**config.mk**
```make
export PLATFORM = sky130hd
export DESIGN_NAME = round_key_arbiter
export DESIGN_NICKNAME = d
export VERILOG_FILES = /design/src/rtl/round_key_arbiter.sv
export SDC_FILE = /design/constraint.sdc
export NUM_CORES = 1
export LEC_CHECK = 0
export CAP_MARGIN = 10
export CORE_MARGIN = 2
export CORE_UTILIZATION = 37
export DETAILED_ROUTE_END_ITERATION = 8
export GPL_TIMING_DRIVEN = 0
export PLACE_DENSITY = 0.68
export SLEW_MARGIN = 10
export SYNTH_ARGS = -nofsm -noshare
export SYNTH_HDL_FRONTEND = slang
export SYNTH_SLANG_ARGS = --single-unit
```
**constraint.sdc**
```tcl
create_clock -name clk -period 2.65 [get_ports clk]
set_input_delay 0.265 -clock clk [delete_from_list [all_inputs] [get_ports clk]]
set_output_delay 0.265 -clock clk [all_outputs]
set_load 0.05 [all_outputs]
```
**src/rtl/round_key_arbiter.sv**
```systemverilog
// rtl/round_key_arbiter.sv - shares the key-expansion round-key port between encrypt and decrypt engines
// Sequences key expansion after reset/re-key, then serves one round-robin round-key lookup at a time.
module round_key_arbiter #(
  parameter int KW         = 128,
  parameter int KE_CYCLES  = 10,
  parameter int NUM_ROUNDS = 10,
  parameter int KEY_LAT    = 1
) (
  input  logic          clk,
  input  logic          trst,
  input  logic          key_load,
  output logic          ke_en,
  output logic [3:0]    ke_round,
  input  logic [KW-1:0] ke_key,
  output logic          key_ready,
  input  logic          enc_req,
  input  logic [3:0]    enc_round,
  output logic          enc_ack,
  output logic [KW-1:0] enc_key,
  input  logic          dec_req,
  input  logic [3:0]    dec_round,
  output logic          dec_ack,
  output logic [KW-1:0] dec_key,
  output logic          round_err,
  output logic          busy
);

  typedef enum logic [1:0] {S_INIT, S_IDLE, S_WAIT, S_RESP} state_t;

  localparam int CMAX = (KE_CYCLES > KEY_LAT) ? KE_CYCLES : KEY_LAT;
  localparam int CW   = $clog2(CMAX + 1);
  localparam logic [CW-1:0] KE_END   = CW'(KE_CYCLES);
  localparam logic [CW-1:0] LAT_LOAD = CW'(KEY_LAT);
  localparam logic [3:0]    MAX_RND  = 4'(NUM_ROUNDS);

  state_t          state_q, state_d;
  logic [CW-1:0]   cnt_q, cnt_d;
  logic            last_dec_q, last_dec_d;
  logic            sel_dec_q, sel_dec_d;
  logic            ke_en_q, ke_en_d;
  logic [3:0]      ke_round_q, ke_round_d;
  logic            key_ready_q, key_ready_d;
  logic            enc_ack_q, enc_ack_d;
  logic            dec_ack_q, dec_ack_d;
  logic [KW-1:0]   enc_key_q, enc_key_d;
  logic [KW-1:0]   dec_key_q, dec_key_d;
  logic            round_err_q, round_err_d;
  logic            busy_q, busy_d;

  logic            gnt_dec;
  logic [3:0]      req_round;

  always_comb begin
    state_d     = state_q;
    cnt_d       = cnt_q;
    last_dec_d  = last_dec_q;
    sel_dec_d   = sel_dec_q;
    ke_en_d     = ke_en_q;
    ke_round_d  = ke_round_q;
    key_ready_d = key_ready_q;
    enc_ack_d   = 1'b0;
    dec_ack_d   = 1'b0;
    enc_key_d   = enc_key_q;
    dec_key_d   = dec_key_q;
    round_err_d = 1'b0;

    // On a tie the grant goes to whoever did not win the previous tie.
    gnt_dec   = dec_req & (~enc_req | ~last_dec_q);
    req_round = gnt_dec ? dec_round : enc_round;

    case (state_q)
      S_INIT: begin
        if (cnt_q == KE_END) begin
          ke_en_d     = 1'b0;
          key_ready_d = 1'b1;
          state_d     = S_IDLE;
        end else begin
          ke_en_d = 1'b1;
          cnt_d   = cnt_q + CW'(1);
        end
      end
      S_IDLE: begin
        if (enc_req | dec_req) begin
          sel_dec_d = gnt_dec;
          if (enc_req & dec_req) last_dec_d = gnt_dec;
          if (req_round > MAX_RND) begin
            if (gnt_dec) dec_key_d = '0;
            else         enc_key_d = '0;
            enc_ack_d   = ~gnt_dec;
            dec_ack_d   = gnt_dec;
            round_err_d = 1'b1;
            state_d     = S_RESP;
          end else begin
            ke_round_d = req_round;
            cnt_d      = LAT_LOAD;
            state_d    = S_WAIT;
          end
        end
      end
      S_WAIT: begin
        if (cnt_q == '0) begin
          if (sel_dec_q) dec_key_d = ke_key;
          else           enc_key_d = ke_key;
          enc_ack_d = ~sel_dec_q;
          dec_ack_d = sel_dec_q;
          state_d   = S_RESP;
        end else begin
          cnt_d = cnt_q - CW'(1);
        end
      end
      default: state_d = S_IDLE;
    endcase

    // Re-key wins over any grant or capture decided above.
    if (key_load) begin
      state_d     = S_INIT;
      cnt_d       = '0;
      key_ready_d = 1'b0;
      ke_en_d     = 1'b0;
      enc_ack_d   = 1'b0;
      dec_ack_d   = 1'b0;
      round_err_d = 1'b0;
      enc_key_d   = enc_key_q;
      dec_key_d   = dec_key_q;
      ke_round_d  = ke_round_q;
      last_dec_d  = last_dec_q;
      sel_dec_d   = sel_dec_q;
    end

    busy_d = (state_d != S_IDLE);
  end

  always_ff @(posedge clk or negedge trst) begin
    if (!trst) begin
      state_q     <= S_INIT;
      cnt_q       <= '0;
      last_dec_q  <= 1'b1;
      sel_dec_q   <= 1'b0;
      ke_en_q     <= 1'b0;
      ke_round_q  <= '0;
      key_ready_q <= 1'b0;
      enc_ack_q   <= 1'b0;
      dec_ack_q   <= 1'b0;
      enc_key_q   <= '0;
      dec_key_q   <= '0;
      round_err_q <= 1'b0;
      busy_q      <= 1'b0;
    end else begin
      state_q     <= state_d;
      cnt_q       <= cnt_d;
      last_dec_q  <= last_dec_d;
      sel_dec_q   <= sel_dec_d;
      ke_en_q     <= ke_en_d;
      ke_round_q  <= ke_round_d;
      key_ready_q <= key_ready_d;
      enc_ack_q   <= enc_ack_d;
      dec_ack_q   <= dec_ack_d;
      enc_key_q   <= enc_key_d;
      dec_key_q   <= dec_key_d;
      round_err_q <= round_err_d;
      busy_q      <= busy_d;
    end
  end

  assign ke_en     = ke_en_q;
  assign ke_round  = ke_round_q;
  assign key_ready = key_ready_q;
  assign enc_ack   = enc_ack_q;
  assign dec_ack   = dec_ack_q;
  assign enc_key   = enc_key_q;
  assign dec_key   = dec_key_q;
  assign round_err = round_err_q;
  assign busy      = busy_q;

endmodule

```
==> results by group, run 1 <==
Setup path
  • CP required: just over 3000 ps
  • Reg2reg path depth: 7
  • Critical path capture point type: flip-flop
  • CP startpoint kind: flip-flop
  • WP data arrival: 3000 ps
  • Crit Path Class: flip-flop to flip-flop
  • Crit-path max FO: 10

STA
  • Post-route clock period utilization: roughly 96%
  • Accumulated negative setup slack: 0 ps
  • Setup Skew: 13.3 ps
  • Final Hold Viols: 0
  • Worst-margin pin slew: approximately 630 ps
  • Slew margin rel.: ~58%
  • # setup viols final: 0
  • Final min period: 2550 ps
  • Slew Limit Fails: 0
  • Fmax: between 0.3 and 0.4 GHz

CTS
  • CTS Root Cell: clkbuf_16
  • CTS Buf Count: 30
  • Clock sink total: 274
  • Worst skew pair latency: around 540 ps
  • CTS tree: built
  • Clk slew on worst S/H paths: 60 ps
  • Longest Clk Path Bufs: 3
  • # H-tree levels: 1

Layout
  • Share of layout cells above drive strength 1: 11.2%
  • # nets final: 1702
  • Area Overhead vs Synth: 52.4%
  • Diodes inserted: 0
  • Final Non-Filler Cells: 1967
  • Fillcell total: 2625

Logic synthesis
  • Synth top area share: 61.4%
  • Synth Register Bits: roughly 270
  • Cell accounting for the most synthesized area: dfrtp_1
  • Syn_nets: 1256
  • Ys Warns: 0
  • EDFF count, synth: 0
  • Sequential share of the synthesized area: 61.7%
  • Avg Cell Area, Syn: 10.0 sq um
  • Cells after synthesis: roughly 1100
  • Synth async-reset ratio: between 90% and 100%
  • Synth area leaders: dfrtp_1 61%, o21ai_0 17%, o21ai_1 5.3%
  • Unique masters post-synth: 47
  • Syn Std Cell Area: 0.0111 sq mm
  • Synth Flop Type: dfrtp_1

Route
  • Via density: 5.33
  • WL final: 40100 um
  • Wirelength per Cell: 20.4 um
  • Total iterations of the first detailed-routing run: 4
  • Initial DRC count: 670
  • Detail Route Antenna Nets: 0
  • Via count: approximately 10000
  • DRC viols: 0

Global routing
  • GRT overflow: 0
  • Met2 Resource Use GR: between 40 and 50%
  • Global routing usage on met3: roughly 6%
  • Global-route wire length before repair: 61200 um
  • Largest net degree at the start of global routing: 107
  • Initial antenna violation count: 0
  • M1 GR Usage: 31.6%
  • Vias in the first global route: around 11000
  • Gr usage total: between 20% and 30%
  • Top Usage Layer GRT: met2

Place
  • IO buf count: 406
  • Placed insts: ~1900
  • RePlAce Congestion: 0.858
  • Final HPWL DP: 28900 um

Run
  • Max Cap Viol: 0

Floorplan
  • Die area: ~0.031 sq mm
  • Starting Density: 37.5%
  • Die height: about 180 um
  • Core Footprint: 0.0296 sq mm
  • FP Rows: 63
  • DIE WIDTH: 177 um
  • I/O pin count: 407

Pwr
  • Pwr dens: 1300 mW/mm^2
  • Max VDD drop: 0.000637 V
  • Pleak: between 6 and 7 nW

Worst hold path
  • Worst Hold Class: primary input to async pin

Run status
  • Status: complete, no violations
## path summary, 6_finish.rpt
path / startpoint / slack [ps] / to
min in group clk: ke_key[52] / 300 / enc_key[52]$_DFFE_PN0P_
worst min register to register: dec_key[33]$_DFFE_PN0P_ / 510 / dec_key[33]$_DFFE_PN0P_
worst min-delay path: trst / 270 / dec_key[60]$_DFFE_PN0P_
max in group asynchronous: trst / 1440 / enc_key[3]$_DFFE_PN0P_
worst max-delay path: last_dec_q$_DFFE_PN1P_ / 100 / dec_key[74]$_DFFE_PN0P_
worst max register to register: last_dec_q$_DFFE_PN1P_ / 100 / dec_key[74]$_DFFE_PN0P_
## what timing repair did
item                                    in CTS  in global routing
setup buffers                                0                  5
resized for setup                           23                 74
pin swaps                                    0                  2
hold endpoints to repair                    63                  0
hold buffers                                 1                  0
endpoints found under the setup margin     241                229
## where the power goes
part / internal, mW / switching, mW / total (mW) / leakage (nW)
Combinational: 3.42 / 8.08 / 11.5 / 2.66
Sequential: 5.46 / 0.754 / 6.22 / 3.77
Clock: 2.59 / 1.74 / 4.32 / 0.520
Total: 11.5 / 10.6 / 22.0 / 6.95
## per-stage QoR
step           total power, mW  setup WS (ps)  cell area, sq um  hold WS (ps)  util (%)
2_1_floorplan             13.1            412             11100         -30.6         -
3_3_place_gp              17.4         -10550             15700           477      52.9
3_5_place_dp              17.6           -442             15700           253      53.1
4_1_cts                   22.0           8.15             16800           267      56.8
5_1_grt                   23.1          -7.57             16900           277      57.2
6_report                  22.0           96.8             16900           274      57.2
## synthesized netlist by cell type, types with 2 or more instances
library cell and instances:
inv_1 9, xnor2_1 2, ha_1 7, nor3_1 2, or4_1 2, o21ai_0 378
mux2_2 9, clkbuf_2 7, buf_6 5, a21o_1 2, or2_1 2, clkbuf_1 67
o21ai_2 20, nand2b_1 2, a21oi_1 8, dfrtp_1 273, nand2_1 129, nor2_1 13
o21ba_2 2, nand3_1 5, buf_2 20, o21ai_1 118
## worst max-delay path, stage by stage (launching register included)
cell,delay (ps)
dfstp_2,390
a21boi_4,280
mux2_4,370
a31oi_4,290
buf_2,400
clkbuf_1,400
o21ai_0,190
o21ai_0,110
## layout make-up
type	instances	area [sq um]	area share, %
clock inverter	18	174	1.03
sequential	274	6860	40.5
tap	390	488	2.88
buffer	100	531	3.13
inverter	9	33.8	0.199
clock buffer	38	862	5.09
multi-input combinational	724	3820	22.6
timing repair buffer	414	4170	24.6
## flip-flops by register name, indices dropped and copies added, names as in the netlist
name,cells
key_ready,1
enc_ack,1
ke_round,4
dec_ack,1
last_dec_q,1
enc_key,128
ke_en,1
sel_dec_q,1
busy,1
state_q,2
dec_key,128
round_err,1
cnt_q,4
## cells by family after synthesis
logic type                 after synthesis  synth area share, %
AOI/OAI and AO/OA                      538                 25.5
DFF                                    274                 61.7
and+or+nand+nor                        164                 6.12
buffers and inverters                  109                 4.36
muxes                                   11                 1.14
adders and majority gates                8                0.968
xor gates and xnor gates                 3                0.236
## cells in the final DEF, fill, tap and decap left out, drive strengths merged, types with 2 or more instances in the layout
cell type      synthesis  routed
nor3                   3       3
clkdlybuf4s50          0     405
nand2b                 2       2
bufinv                 0       3
a21o                   2       2
nand2                129     129
or2                    3       3
o21ba                  2       2
o21ai                516     516
nor2                  13      13
dfrtp                273     273
xnor2                  2       2
buf                   26      36
inv                    9       9
a21boi                 2       2
or4                    2       2
mux2                  10      10
a31oi                  2       2
clkinvlp               0       2
clkbuf                74     110
a21oi                  8       8
nand3                  5       5
ha                     7       7
clkinv                 0      13
## per-layer routing
layer  routed length, um  vias to the layer above
li1                    -                     4775
met1               16100                     5166
met2               19600                      479
met3                3340                       66
met4                1050                        0
met5                   0                        -
Note: power is estimated with default switching activity, not from simulation.
==> run 2: changes to the inputs <==
--- a/config.mk
+++ b/config.mk
@@ -10,7 +10,7 @@
 export CORE_UTILIZATION = 37
 export DETAILED_ROUTE_END_ITERATION = 8
 export GPL_TIMING_DRIVEN = 0
-export PLACE_DENSITY = 0.68
+export PLACE_DENSITY = 0.71
 export SLEW_MARGIN = 10
 export SYNTH_ARGS = -nofsm -noshare
 export SYNTH_HDL_FRONTEND = slang
==> constraint.sdc (replaced) <==
create_clock -name clk -period 2.15 [get_ports clk]
set_input_delay 0.215 -clock clk [delete_from_list [all_inputs] [get_ports clk]]
set_output_delay 0.215 -clock clk [all_outputs]
set_load 0.05 [all_outputs]
==> run 2 against run 1 <==
Net effect:
- the flow now finishes with violations (setup timing)
- clock skew is 0.71 ps lower
- non-clock buffer count is 30 higher
- worst setup slack worse by 210 ps
- fmax is 13% higher
- largest power group unchanged
- highest routed layer unchanged
==> results by group, run 2 (synthesis gave the netlist of run 1 again) <==
Run status
  • Status: finished with violations
  • Failing checks: setup timing

Floorplan
  • Die area: 0.0315 sq mm
  • Die height: 177 um
  • I/O pin count: 407
  • FP Rows: 63
  • Starting Density: 37.5%
  • Core Footprint: between 0.02 and 0.03 sq mm
  • DIE WIDTH: between 150 and 200 um

Route
  • Via count: 10800
  • Total iterations of the first detailed-routing run: 5
  • Via density: 5.41
  • Detail Route Antenna Nets: 0
  • WL final: 42900 um
  • DRC viols: 0
  • Wirelength per Cell: 21.5 um
  • Initial DRC count: 765

Setup path
  • Reg2reg end: enc_key[73]$_DFFE_PN0P_
  • CP startpoint kind: flip-flop
  • Crit path to: enc_key[73]$_DFFE_PN0P_
  • CP bufs+invs: 3
  • Crit Path Class: flip-flop to flip-flop
  • Slowest cell on crit path: or3b_4
  • Reg2reg path depth: 9
  • CP required: 2610 ps
  • CP Launch Point: state_q[0]$_DFF_PN0_
  • Crit-path max FO: 9
  • Reg-to-reg startpoint: state_q[0]$_DFF_PN0_
  • Slowest stage delay, CP: roughly 400 ps
  • Cell Chain, Critical Path: inv_2, ha_4, or3b_4, nor4_4, o21ai_2, or2_4, buf_16, clkbuf_16, o21ai_1
  • Critical path capture point type: flip-flop
  • Flop2flop setup slack: -120 ps
  • Stages on worst setup path: 9
  • Kind of cell adding the most delay to the critical path: simple AND/OR/NAND/NOR gates
  • WP data arrival: 2730 ps

Layout
  • Cell area after layout: between 0.015 and 0.02 sq mm
  • Commonest cells after routing, fill and taps aside: 405 x clkdlybuf4s50_1, 272 x dfrtp_1, 220 x o21ai_0
  • Fillcell total: 2421
  • Area Overhead vs Synth: 62.9%
  • # nets final: 1731
  • Layout Utilization: 61.1%
  • Share of layout cells above drive strength 1: between 20% and 30%
  • Final Non-Filler Cells: ~2000
  • Leading cell type in the layout, fill and taps excluded: clkdlybuf4s50_1

STA
  • RSZ-0062 raised after global routing: yes
  • Slew Limit Fails: 0
  • # setup viols final: between 100 and 150
  • Post-route clock period utilization: 105%
  • Setup Skew: approximately 13 ps
  • Final setup margin: -117 ps
  • Worst-margin pin slew: 687 ps
  • Final Hold Viols: 0
  • Slew margin rel.: 54.0%
  • Fmax: 0.441 GHz
  • Final min period: roughly 2300 ps

Place
  • Placed insts: 1905
  • Final HPWL DP: 29500 um
  • RePlAce Congestion: 0.852
  • Dpl ws: -885 ps
  • IO buf count: 406
  • DP Area: 0.0158 sq mm

Worst hold path
  • Hold Crit Start: ke_key[8]
  • Worst Hold Class: primary input to flip-flop

CTS
  • Clk slew on worst S/H paths: 60 ps
  • Worst skew pair latency: 550 ps
  • # H-tree levels: 1
  • CTS Root Cell: clkbuf_16
  • Clock sink total: 274
  • CTS Buf Count: 29
  • Longest Clk Path Bufs: 3
  • CTS tree: built

Global routing
  • GRT overflow: 0
  • Gr usage total: 25.9%
  • Largest net degree at the start of global routing: between 100 and 150
  • Vias in the first global route: 10900
  • Initial antenna violation count: 0
  • Global-route wire length before repair: 63000 um

Pwr
  • Power Total: 28.7 mW
  • Max VDD drop: approximately 0.00096 V
  • Pleak: between 7 and 8 nW
  • Pwr dens: ~1600 mW/mm^2

Run
  • Max Cap Viol: 0
## run 2: cell types whose count changed in the layout (fill, tap and decap cells not counted), sizes merged
| cell | previous run | this run |
|---|---|---|
| buf | 36 | 76 |
| clkinv | 13 | 4 |
| clkbuf | 110 | 106 |
| bufinv | 3 | 0 |
| bufbuf | 0 | 1 |
| clkinvlp | 2 | 1 |
| diode | 0 | 1 |
## run 2: where the power goes
group	leakage [nW]	total, mW	switching [mW]	internal (mW)
sequential	3.77	7.74	1.01	6.74
clock	0.457	4.82	2.02	2.80
combinational	3.34	16.1	10.7	5.35
total	7.57	28.7	13.8	14.9
## run 2: worst reg2reg max path, delay by kind of cell, from the launching register on
kind / cells / cell delay, ps
simple gates: 3 / 910
buf+inv: 3 / 460
flops: 1 / 390
compound gates: 2 / 280
fa+ha+maj: 1 / 160
## run 2: worst min-delay path by stage
stage	end	slack, ps	cells after the start
floorplan	busy$_DFF_PN0_	-80	0
CTS	enc_key[8]$_DFFE_PN0P_	220	3
finish	enc_key[8]$_DFFE_PN0P_	240	3
global route	enc_key[8]$_DFFE_PN0P_	240	3
global placement	dec_key[117]$_DFFE_PN0P_	480	2
detailed placement	dec_key[33]$_DFFE_PN0P_	280	1
## run 2: what timing repair did
item	4_1_cts	5_1_grt
hold buffers	1	0
gates resized for setup	170	316
endpoints found under the setup margin	258	260
hold endpoints to repair	84	0
buffers inserted	15	11
pin swaps	24	45
gates cloned	2	11
## run 2: through the flow
step	hold WS, ps	setup TNS, ps
after floorplan	-80.6	0
after global placement	479	-3153190
after global routing	240	-17980
after CTS	217	-1510
final	236	-7030
after detailed placement	278	-188030
## run 2: final cells by class
cell class | count | area (sq um) | share of cell area [%]
Inverter | 9 | 37.5 | 0.207
Antenna cell | 1 | 2.50 | 0.0138
Sequential cell | 274 | 6860 | 37.9
Timing Repair Buffer | 445 | 4660 | 25.7
Buffer | 99 | 892 | 4.92
Clock buffer | 45 | 886 | 4.89
Multi-Input combinational cell | 724 | 4260 | 23.5
Tap cell | 390 | 488 | 2.69
Clock inverter | 5 | 28.8 | 0.159
## run 2: per-layer routing
metal / vias up / GRT usage [%] / share of wire (%) / routed length (um)
met3: 70 / 5.66 / 7.5 / 3230
met1: 5403 / 32.8 / 39 / 16900
met5: - / 0 / 0 / 0
met4: 0 / 7.75 / 2.7 / 1140
met2: 455 / 44.4 / 51 / 21700
li1: 4846 / - / - / -
